File: src/rtl/ysyx_24100029_axi_master.sv
// Single-outstanding AXI4 master: one core request becomes one single-beat AXI read or write.
// Define YSYX_24100029_AXI_MASTER_TIMEOUT_EN to enable the TIMEOUT_CYCLES watchdog.
module ysyx_24100029_axi_master #(
  parameter int TIMEOUT_CYCLES = 255
) (
  input  logic        clock,
  input  logic        reset,
  input  logic        req_valid,
  output logic        req_ready,
  input  logic        req_wen,
  input  logic [31:0] req_addr,
  input  logic [31:0] req_wdata,
  input  logic [3:0]  req_wstrb,
  input  logic [2:0]  req_size,
  output logic        rsp_valid,
  output logic [31:0] rsp_rdata,
  output logic        rsp_err,
  output logic [31:0] araddr,
  output logic        arvalid,
  input  logic        arready,
  output logic [3:0]  arid,
  output logic [7:0]  arlen,
  output logic [2:0]  arsize,
  output logic [1:0]  arburst,
  input  logic [31:0] rdata,
  input  logic [1:0]  rresp,
  input  logic        rvalid,
  output logic        rready,
  input  logic        rlast,
  input  logic [3:0]  rid,
  output logic [31:0] awaddr,
  output logic        awvalid,
  input  logic        awready,
  output logic [3:0]  awid,
  output logic [7:0]  awlen,
  output logic [2:0]  awsize,
  output logic [1:0]  awburst,
  output logic [31:0] wdata,
  output logic [3:0]  wstrb,
  output logic        wvalid,
  input  logic        wready,
  output logic        wlast,
  input  logic [1:0]  bresp,
  input  logic        bvalid,
  output logic        bready,
  input  logic [3:0]  bid,
  output logic [2:0]  dbg_state
);

  // Handshakes: a transfer happens on a rising edge where valid & ready are both 1;
  // a valid, once raised, stays high with a frozen payload until that edge.

  typedef enum logic [2:0] {
    IDLE  = 3'd0,
    RADDR = 3'd1,
    RDATA = 3'd2,
    WRITE = 3'd3,
    WRESP = 3'd4,
    RSP   = 3'd5
  } state_t;

  state_t      state;
  logic [31:0] addr_q;
  logic [31:0] wdata_q;
  logic [3:0]  wstrb_q;
  logic [2:0]  size_q;
  logic        aw_left;
  logic        w_left;

`ifdef YSYX_24100029_AXI_MASTER_TIMEOUT_EN
  logic [31:0] timer_q;
`endif

  assign aw_left = awvalid & ~awready;
  assign w_left  = wvalid & ~wready;

  assign araddr  = addr_q;
  assign arid    = 4'd0;
  assign arlen   = 8'd0;
  assign arsize  = size_q;
  assign arburst = 2'b01;
  assign awaddr  = addr_q;
  assign awid    = 4'd0;
  assign awlen   = 8'd0;
  assign awsize  = size_q;
  assign awburst = 2'b01;
  assign wdata   = wdata_q;
  assign wstrb   = wstrb_q;
  assign wlast   = wvalid;
  assign dbg_state = state;

  logic unused_ok;
  assign unused_ok = ^{rid, rlast, bid, rresp[0], bresp[0], 32'(TIMEOUT_CYCLES)};

  always_ff @(posedge clock) begin
    if (reset) begin
      state     <= IDLE;
      req_ready <= 1'b1;
      arvalid   <= 1'b0;
      rready    <= 1'b0;
      awvalid   <= 1'b0;
      wvalid    <= 1'b0;
      bready    <= 1'b0;
      rsp_valid <= 1'b0;
      rsp_err   <= 1'b0;
      rsp_rdata <= 32'd0;
      addr_q    <= 32'd0;
      wdata_q   <= 32'd0;
      wstrb_q   <= 4'd0;
      size_q    <= 3'd0;
`ifdef YSYX_24100029_AXI_MASTER_TIMEOUT_EN
      timer_q   <= 32'd0;
`endif
    end else begin
      case (state)
        IDLE: begin
          if (req_valid) begin
            addr_q    <= req_addr;
            wdata_q   <= req_wdata;
            wstrb_q   <= req_wstrb;
            size_q    <= req_size;
            req_ready <= 1'b0;
            if (req_wen) begin
              awvalid <= 1'b1;
              wvalid  <= 1'b1;
              state   <= WRITE;
            end else begin
              arvalid <= 1'b1;
              state   <= RADDR;
            end
          end
        end
        RADDR: begin
          if (arready) begin
            arvalid <= 1'b0;
            rready  <= 1'b1;
            state   <= RDATA;
          end
        end
        RDATA: begin
          if (rvalid) begin
            rready    <= 1'b0;
            rsp_rdata <= rdata;
            rsp_err   <= rresp[1];
            rsp_valid <= 1'b1;
            state     <= RSP;
          end
        end
        WRITE: begin
          // AW and W retire independently; move on once neither is still pending.
          if (awready) awvalid <= 1'b0;
          if (wready)  wvalid  <= 1'b0;
          if (!aw_left && !w_left) begin
            bready <= 1'b1;
            state  <= WRESP;
          end
        end
        WRESP: begin
          if (bvalid) begin
            bready    <= 1'b0;
            rsp_err   <= bresp[1];
            rsp_valid <= 1'b1;
            state     <= RSP;
          end
        end
        RSP: begin
          rsp_valid <= 1'b0;
          req_ready <= 1'b1;
          state     <= IDLE;
        end
        default: state <= IDLE;
      endcase

`ifdef YSYX_24100029_AXI_MASTER_TIMEOUT_EN
      // Watchdog overrides whatever the case statement decided this edge.
      if (state == IDLE) begin
        timer_q <= 32'd0;
      end else if (state != RSP) begin
        if (timer_q == 32'(TIMEOUT_CYCLES - 1)) begin
          arvalid   <= 1'b0;
          rready    <= 1'b0;
          awvalid   <= 1'b0;
          wvalid    <= 1'b0;
          bready    <= 1'b0;
          rsp_err   <= 1'b1;
          rsp_rdata <= 32'd0;
          rsp_valid <= 1'b1;
          state     <= RSP;
        end else begin
          timer_q <= timer_q + 32'd1;
        end
      end
`endif
    end
  end

endmodule

File: config.mk
export PLATFORM = sky130hd
export DESIGN_NAME = ysyx_24100029_axi_master
export DESIGN_NICKNAME = d
export VERILOG_FILES = /design/src/rtl/ysyx_24100029_axi_master.sv
export SDC_FILE = /design/constraint.sdc
export NUM_CORES = 1
export LEC_CHECK = 0
export ABC_AREA = 1
export BUFFER_PORTS_ARGS = -buffer_cell sky130_fd_sc_hd__buf_2
export CORE_AREA = 2 2 119 121
export DETAILED_ROUTE_END_ITERATION = 8
export DIE_AREA = 0 0 121 123
export HOLD_SLACK_MARGIN = 0.03
export PLACE_DENSITY = 0.73
export SLEW_MARGIN = 40
export SYNTH_ARGS = -nofsm -noshare
export SYNTH_HDL_FRONTEND = slang
export SYNTH_SLANG_ARGS = --single-unit
File: constraint.sdc
create_clock -name clock -period 1.7 [get_ports clock]
set_input_delay 0.17 -clock clock [delete_from_list [all_inputs] [get_ports clock]]
set_output_delay 0.17 -clock clock [all_outputs]
set_load 0.02 [all_outputs]
==> results.txt, run 1 <==
The initial antenna violation count came out at 0. The required time at the endpoint of the critical path is 2.01 ns. The final setup skew is 0.0103 ns. The endpoint identified for the worst register-to-register timing path is wstrb[0].

Dividing the detail-routed via count by the number of cells gives 4.49. For this run, design rule violations remaining after detail routing come to 0. The number of rows created at floorplan is 43. The total negative setup slack came out at 0 ns. The path depth of the worst reg2reg path came out at 5. The library cell used most frequently in the layout, excluding fill and tap cells, is buf_2.

The overflow left after global routing is 0. The cell count of the worst hold path came out at 3. The clock latency at the later pin of the worst-skew pair is 0.40 ns.

The net switching power figure came out at 0.00389 W. Counting along the longest clock path gives a buffer depth of 2. The worst setup path is of the reg2reg kind. Of all nets on the critical path, the largest fanout is 49. The post-synthesis instance area is about 0.0047 mm².

The share of cells above drive strength 1 is 0.333. The die covers between 0.01 and 0.015 mm². The worst path arrival time is 1.84 ns. The wire length of the first global-routing pass came out at around 22 mm. Entering global routing, the biggest net connects 59 pins. The final layout net count came out at 1051. The fraction of the cycle the final worst path needs came out at 0.904.

The share of the core filled with cells in the final layout is 0.540. The placed instances occupy a cell area of just under 0.006 mm². The tree is rooted in a clkbuf_16. The H-tree depth came out at 4. The first-pass iteration count of the detailed router is 4.

The number of DRC violations after detailed-routing iteration 0 came out at approximately 260. The estimated wirelength of the detail-placed design came out at 9.35 mm. The clock slew seen by the registers of the worst setup and hold paths came out at 0.06 ns. The hold violation count in the final report came out at 0. The number of distinct standard cells referenced by the synthesized netlist came out at 20. The repair_antennas step left the layout with diodes totalling 0.

The final cell area excluding filler cells is 0.00735 mm². Clock tree synthesis inserted a total of 17 buffers. The clock period could shrink to 1.54 ns. The final wirelength came out at 14.7 mm. After floorplanning, the core was sized to cover 0.0136 mm². The register share of total power is 0.326. The post-route total power came out at approximately 0.011 W. Setup repair after global routing left no endpoint under its margin. Averaged over all synthesized cells, the footprint is roughly 7.6 µm². The startpoint identified for the worst register-to-register timing path is dbg_state[2]. The total leakage power came out at ~3.6 nW. The number of global-route vias before repair came out at 4595. The achievable clock frequency came out at between 0.6 and 0.7 GHz. For flop-to-flop paths, the worst setup slack is 0.16 ns. Dividing the detail-routed wire length by the instance count gives 13.1 µm.

The antenna violation net count after detailed routing is 0. The power per unit of standard cell area is approximately 1500 mW/mm². The count of input and output buffers is 263. The starting density of the core came out at 0.344.

The largest individual stage delay along the critical path comes from the cell dfxtp_1. The signal on the critical path passes through nor2_2 -> nand2_2 -> buf_6 -> nand2_1 -> a21oi_1. Setup slack closes at roughly 0.16 ns. The weighted congestion at the end of routability-driven global placement is 0.838. The total routing usage reported by global routing came out at 0.190.

The total internal power came out at 0.00688 W. Grouping stages by cell kind, the critical path spends the most delay in flip-flops. On the worst path, the slowest cell contributes a delay of 0.54 ns. In the layout the commonest cells are 262 x buf_2, 196 x nand2_1, 114 x dfxtp_1.

The critical hold path startpoint is req_addr[5]. The run finished with clean final reports. The worst hold path terminates at araddr[5]. The post-placement worst setup slack is 0.0920 ns. In this run the horizontal extent of the chip is 121 µm. The synthesized instance count is 612. The nature of the critical path endpoint is a flip-flop.

The number of pins exceeding their max-slew limit in the final report is 0. The count of filler cells inserted in the layout is 1218. Of the total power, combinational logic draws 0.339. The die height is 123 µm.

The area growth from synthesis to layout came out at 57.1%. The startpoint class of the critical path is a flip-flop. The switching part of the total is 0.361.

The number of failing setup endpoints in the final timing report is 0. The count of buffering cells on the critical path with inverters included came out at 1. The clock network fraction of design power came out at 0.335. Pin placement for this block handled between 300 and 400 I/O pins. In this run the worst hold path is classified as in2reg.

The count of synthesis-stage warnings from yosys is 0. The CTS tree is done. The part of the Yosys area used for sequential elements came out at 0.488. The number of setup buffers added after CTS is 0. Clock tree synthesis found a total of 114 sinks.

Across all layers, the routed design uses 5023 vias. The synthesized flop and latch total is 114. The number of violations of the max-capacitance limit is 0. The worst ir drop on vdd is 0.616 mV.
==> worst reg2reg max path, delay by kind of cell, from the launching register on <==
family          cells  cell delay, ns
compound gates      1            0.24
buf+inv             1            0.33
flops               1            0.54
simple gates        3            0.34
==> cell usage after synthesis <==
cell / count / area (µm²)
nand2_1: 196 / 736
dfxtp_1: 114 / 2280
a21oi_1: 107 / 536
buf_4: 74 / 556
nand3_1: 44 / 220
inv_1: 16 / 60.1
clkbuf_1: 15 / 56.3
nor2_1: 15 / 56.3
buf_2: 13 / 65.1
inv_2: 3 / 11.3
conb_1: 2 / 7.51
nand2_2: 2 / 12.5
nand3b_1: 2 / 15.0
nand4_1: 2 / 12.5
o21ai_0: 2 / 10.0
a211oi_1: 1 / 7.51
nor2_2: 1 / 6.26
nor2_4: 1 / 11.3
o211ai_1: 1 / 7.51
o2bb2ai_1: 1 / 8.76
==> stage by stage <==
stage          std cells  hold slack, ns
6_report            1119          0.0517
5_1_grt             1119          0.0366
4_1_cts             1119          0.0302
3_5_place_dp         993           0.425
3_3_place_gp         993           0.419
2_1_floorplan        638           0.313
==> registers in the layout (all words and copies together), names as in the netlist <==
register / flops
araddr: 32
rsp_rdata: 32
wdata: 32
wstrb: 4
arsize: 3
dbg_state: 3
arvalid: 1
awvalid: 1
bready: 1
req_ready: 1
rready: 1
rsp_err: 1
rsp_valid: 1
wlast: 1
==> how the worst max path moves through the flow <==
stage,startpoint,to,depth (start not counted)
floorplan,dbg_state[2],rready,8
detailed placement,dbg_state[2],wdata[24],5
finish,dbg_state[2],wstrb[0],5
global route,dbg_state[2],rsp_rdata[8],7
global placement,dbg_state[2],arvalid,6
CTS,dbg_state[2],wdata[24],5
==> cell type report <==
class / instances / area [µm²] / area share
repair buffers: 371 / 2420 / 0.329
flip-flops and latches: 114 / 2280 / 0.311
multi-input cells: 403 / 1740 / 0.237
clock buffers: 23 / 478 / 0.0650
well taps: 180 / 225 / 0.0306
clock inverters: 9 / 129 / 0.0175
inverters: 19 / 71.3 / 0.00971
==> power groups by stage <==
stage | sequential [W] | combinational (W) | clock, W
floorplan | 0.00415 | 0.00194 | 0
global placement | 0.00354 | 0.00345 | 0
detailed placement | 0.00356 | 0.00347 | 0
CTS | 0.00351 | 0.00364 | 0.00370
global route | 0.00357 | 0.00398 | 0.00384
finish | 0.00351 | 0.00365 | 0.00361
==> cells by family (layout without fill, tap and decap cells) <==
group | after synthesis | count (layout) | synth area share
buf+inv | 121 | 422 | 0.160
simple gates | 263 | 263 | 0.229
other cells | 2 | 28 | 0.00161
compound gates | 112 | 112 | 0.122
flops | 114 | 114 | 0.488
==> metal layers <==
metal  track usage  vias to the layer above  wire length, µm
met3        0.0632                       23             1170
met2         0.331                      232             7320
met4        0.0785                        0              293
met5             0                        -                0
li1              -                     2502                -
met1         0.214                     2266             5880
==> timing repair <==
| item | CTS | global route |
|---|---|---|
| gates resized for setup | 0 | 1 |
| hold buffers | 94 | 0 |
| endpoints found under the setup margin | 0 | 7 |
| endpoints found under the hold margin | 94 | 0 |
(Power assumes the default switching activity.)
==> inputs of run 2 (changes only) <==
--- a/config.mk
+++ b/config.mk
@@ -12,6 +12,7 @@
 export DIE_AREA = 0 0 121 123
 export HOLD_SLACK_MARGIN = 0.03
 export PLACE_DENSITY = 0.73
+export RECOVER_POWER = 50
 export SLEW_MARGIN = 40
 export SYNTH_ARGS = -nofsm -noshare
 export SYNTH_HDL_FRONTEND = slang
==> run 2 against run 1 <==
  * Core utilization is 1.2 points lower
  * Die area stayed put
  * Power is 1.2% lower
  * Setup slack worse by 0.012 ns
  * Maximum frequency is 0.77% lower
  * Wire length is 1.1% higher
  * Design area is 2.2% lower
  * Register-to-register slack hardly changed
  * Sequential power hardly changed
  * Clock-buffer cell count stayed put
  * Critical path type unchanged
  * Via count is 0.70% higher
  * Largest power group is now the clock network
  * Cell count stayed put
==> results.txt, run 2 (synthesized netlist as in run 1, its figures left out) <==
The diode insertion count for antenna repair came out at 0 (unchanged). The peak fanout along the critical path came to 49 (unchanged). The CTS tree is done. The total negative setup slack is 0 ns (unchanged). The CTS sink count came out at 114 (unchanged). The flow ran to the end, and the final reports show no timing, DRC or antenna violations.

The power per unit of standard cell area came out at 1480 mW/mm² (+1.1%). The number of violations of the max-capacitance limit came out at 0 (unchanged). The routed length per placed instance came to 13.2 µm (+1.1%).

The total setup buffers inserted after CTS came out at 0 (unchanged). The weighted congestion at the end of routability-driven global placement came out at 0.838 (unchanged). The die height came out at 123 µm (unchanged). The die area was 0.0149 mm² (unchanged). The placeable core region is 0.0136 mm² (unchanged). The instance area at placement is 0.00580 mm² (unchanged). In this run the most critical hold path is launched from req_addr[5].

The worst setup path is launched from a flip-flop. The estimated wirelength of the detail-placed design came out at 9.35 mm (unchanged). The total internal power is 0.00672 W (-2.3%).

The startpoint identified for the worst register-to-register timing path is dbg_state[2]. The worst path setup slack after routing was 0.151 ns (-0.0119 ns). The endpoint identified for the worst register-to-register timing path is wstrb[0].

The worst reg-to-reg setup slack is 0.15 ns (about the same). The count of input and output buffers came to 263 (unchanged). The post-placement worst setup slack came out at 0.0920 ns (unchanged). The maximum buffer depth of the clock tree is 2 (unchanged). The total routing usage reported by global routing is 0.190 (unchanged).

The top-level port count came to 303 (unchanged). The switching part of the total came to 0.369 (+0.00720). The critical path start-end classification is reg2reg. The die extent in x is 121 µm (unchanged). The number of pins exceeding their max-slew limit in the final report is 0 (unchanged). The register share of total power is 0.332 (+0.006).

The routed via count came out at 5058 (+0.70%). Compared with the post-synthesis result, the final layout area differs by 53.6%. The share of cells above drive strength 1 came out at 0.193 (-0.141). The pin count of the biggest net entering global routing is 59 (unchanged). The fraction of the cycle the final worst path needs came out at 0.911 (+0.00698).

The worst path arrival time is 1.85 ns (about the same). The post-layout minimum cycle time is 1.55 ns (+0.0119 ns). Clock tree synthesis selected as its root buffer the cell clkbuf_16. The worst hold path terminates at araddr[5]. The H-tree depth came out at 4 (unchanged). The required time at the endpoint of the critical path came out at 2.01 ns (about the same). The achievable clock frequency is 0.646 GHz (-0.77%).

The number of failing setup endpoints in the final timing report came to 0 (unchanged). The count of filler cells inserted in the layout came out at 1301 (+6.8%). The total leakage power came out at 3.03 nW (-15%). The clock latency at the later pin of the worst-skew pair is 0.40 ns (about the same). The clock buffer count from CTS came out at 17 (unchanged). The library cell used most frequently in the layout, excluding fill and tap cells, is nand2_1. The starting density of the core is 0.344 (unchanged). Setup repair after global routing left no endpoint under its margin. The clock network fraction of design power came out at 0.340 (+0.005). The hold violation count in the final report is 0 (unchanged). The overflow left after global routing came out at 0 (unchanged). The antenna violation net count after detailed routing came out at 0 (unchanged). The net switching power figure came out at 0.00392 W (+0.81%). The path depth of the worst reg2reg path is 5 (unchanged). The number of DRC violations after detailed-routing iteration 0 was 247 (-4.3%). The number of remaining DRC errors came out at 0 (unchanged). The worst ir drop on vdd was 0.620 mV (+0.57%).

The first-pass iteration count of the detailed router was 4 (unchanged). The final setup skew is 0.0106 ns (+0.000323 ns). The combinational cell fraction of total power came out at 0.329 (-0.010). The cell count of the worst hold path came out at 3 (unchanged). The initial antenna violation count is 0 (unchanged). The final layout net count came out at 1051 (unchanged). The tightest hold margin came to 0.0496 ns (-0.00202 ns). The library cells used most frequently in the layout, excluding fill and tap cells, are 196 x nand2_1, 135 x clkbuf_1, 130 x buf_2. The vias per cell was 4.52 (+0.70%). The min-delay analysis places its worst path in the category in2reg.

The final wirelength is 14.8 mm (+1.1%). The final cell area excluding filler cells came to 0.00718 mm² (-2.2%). The clock slew seen by the registers of the worst setup and hold paths was 0.06 ns (about the same). The worst setup path is captured at a flip-flop. The number of rows created at floorplan is 43 (unchanged). The number of global-route vias before repair came to 4595 (unchanged).

The wire length of the first global-routing pass came out at 22.3 mm (unchanged).
run 2: cell types whose count changed in the layout (fill, tap and decap cells not counted):
cell	previous run	this run
buf_2	262	130
clkbuf_1	3	135
run 2: per-stage QoR:
step	utilization	power, W	std cells
6_report	0.528	0.0106	1119
2_1_floorplan	-	0.00609	638
3_3_place_gp	0.426	0.00699	993
3_5_place_dp	0.426	0.00702	993
5_1_grt	0.528	0.0112	1119
4_1_cts	0.540	0.0108	1119
run 2: critical path: stages, from the launching register on:
cell     delay [ns]
dfxtp_1        0.55
nor2_2         0.10
nand2_2        0.10
buf_6          0.33
nand2_1        0.10
a21oi_1        0.25
run 2: worst max-delay path by stage:
stage / start / endpoint / slack [ns] / cells past startpoint
after floorplan: dbg_state[2] / rready / 0.31 / 8
after global placement: dbg_state[2] / arvalid / 0.17 / 6
after detailed placement: dbg_state[2] / wdata[24] / 0.09 / 5
after CTS: dbg_state[2] / wdata[24] / 0.1 / 5
after global routing: dbg_state[2] / rsp_rdata[8] / 0.02 / 7
final: dbg_state[2] / wstrb[0] / 0.15 / 5
run 2: power groups by stage:
stage                     clock (W)  combinational [W]  sequential (W)
after floorplan                   0            0.00194         0.00415
after global placement            0            0.00345         0.00354
after detailed placement          0            0.00347         0.00356
after CTS                   0.00370            0.00364         0.00351
after global routing        0.00384            0.00382         0.00358
final                       0.00362            0.00350         0.00353
run 2: final cells by class:
type                            count  area, µm²  share of cell area
Sequential cell                   114       2280               0.318
Timing Repair Buffer              371       2250               0.314
Multi-Input combinational cell    403       1740               0.243
Clock buffer                       23        478              0.0665
Tap cell                          180        225              0.0314
Clock inverter                      9        129              0.0179
Inverter                           19       71.3             0.00993
run 2: what timing repair did:
item / in CTS / in global routing
endpoints found under the hold margin: 94 / 0
setup endpoints to repair: 0 / 7
hold buffers: 94 / 0
resized for setup: 0 / 1
run 2: layer usage:
layer / share of wire / global-route usage / routed length (µm) / vias to the layer above
met4: 0.020 / 0.0785 / 303 / 0
li1: - / - / - / 2502
met5: 0 / 0 / 0 / -
met1: 0.40 / 0.214 / 5970 / 2293
met2: 0.49 / 0.331 / 7320 / 236
met3: 0.083 / 0.0632 / 1230 / 27
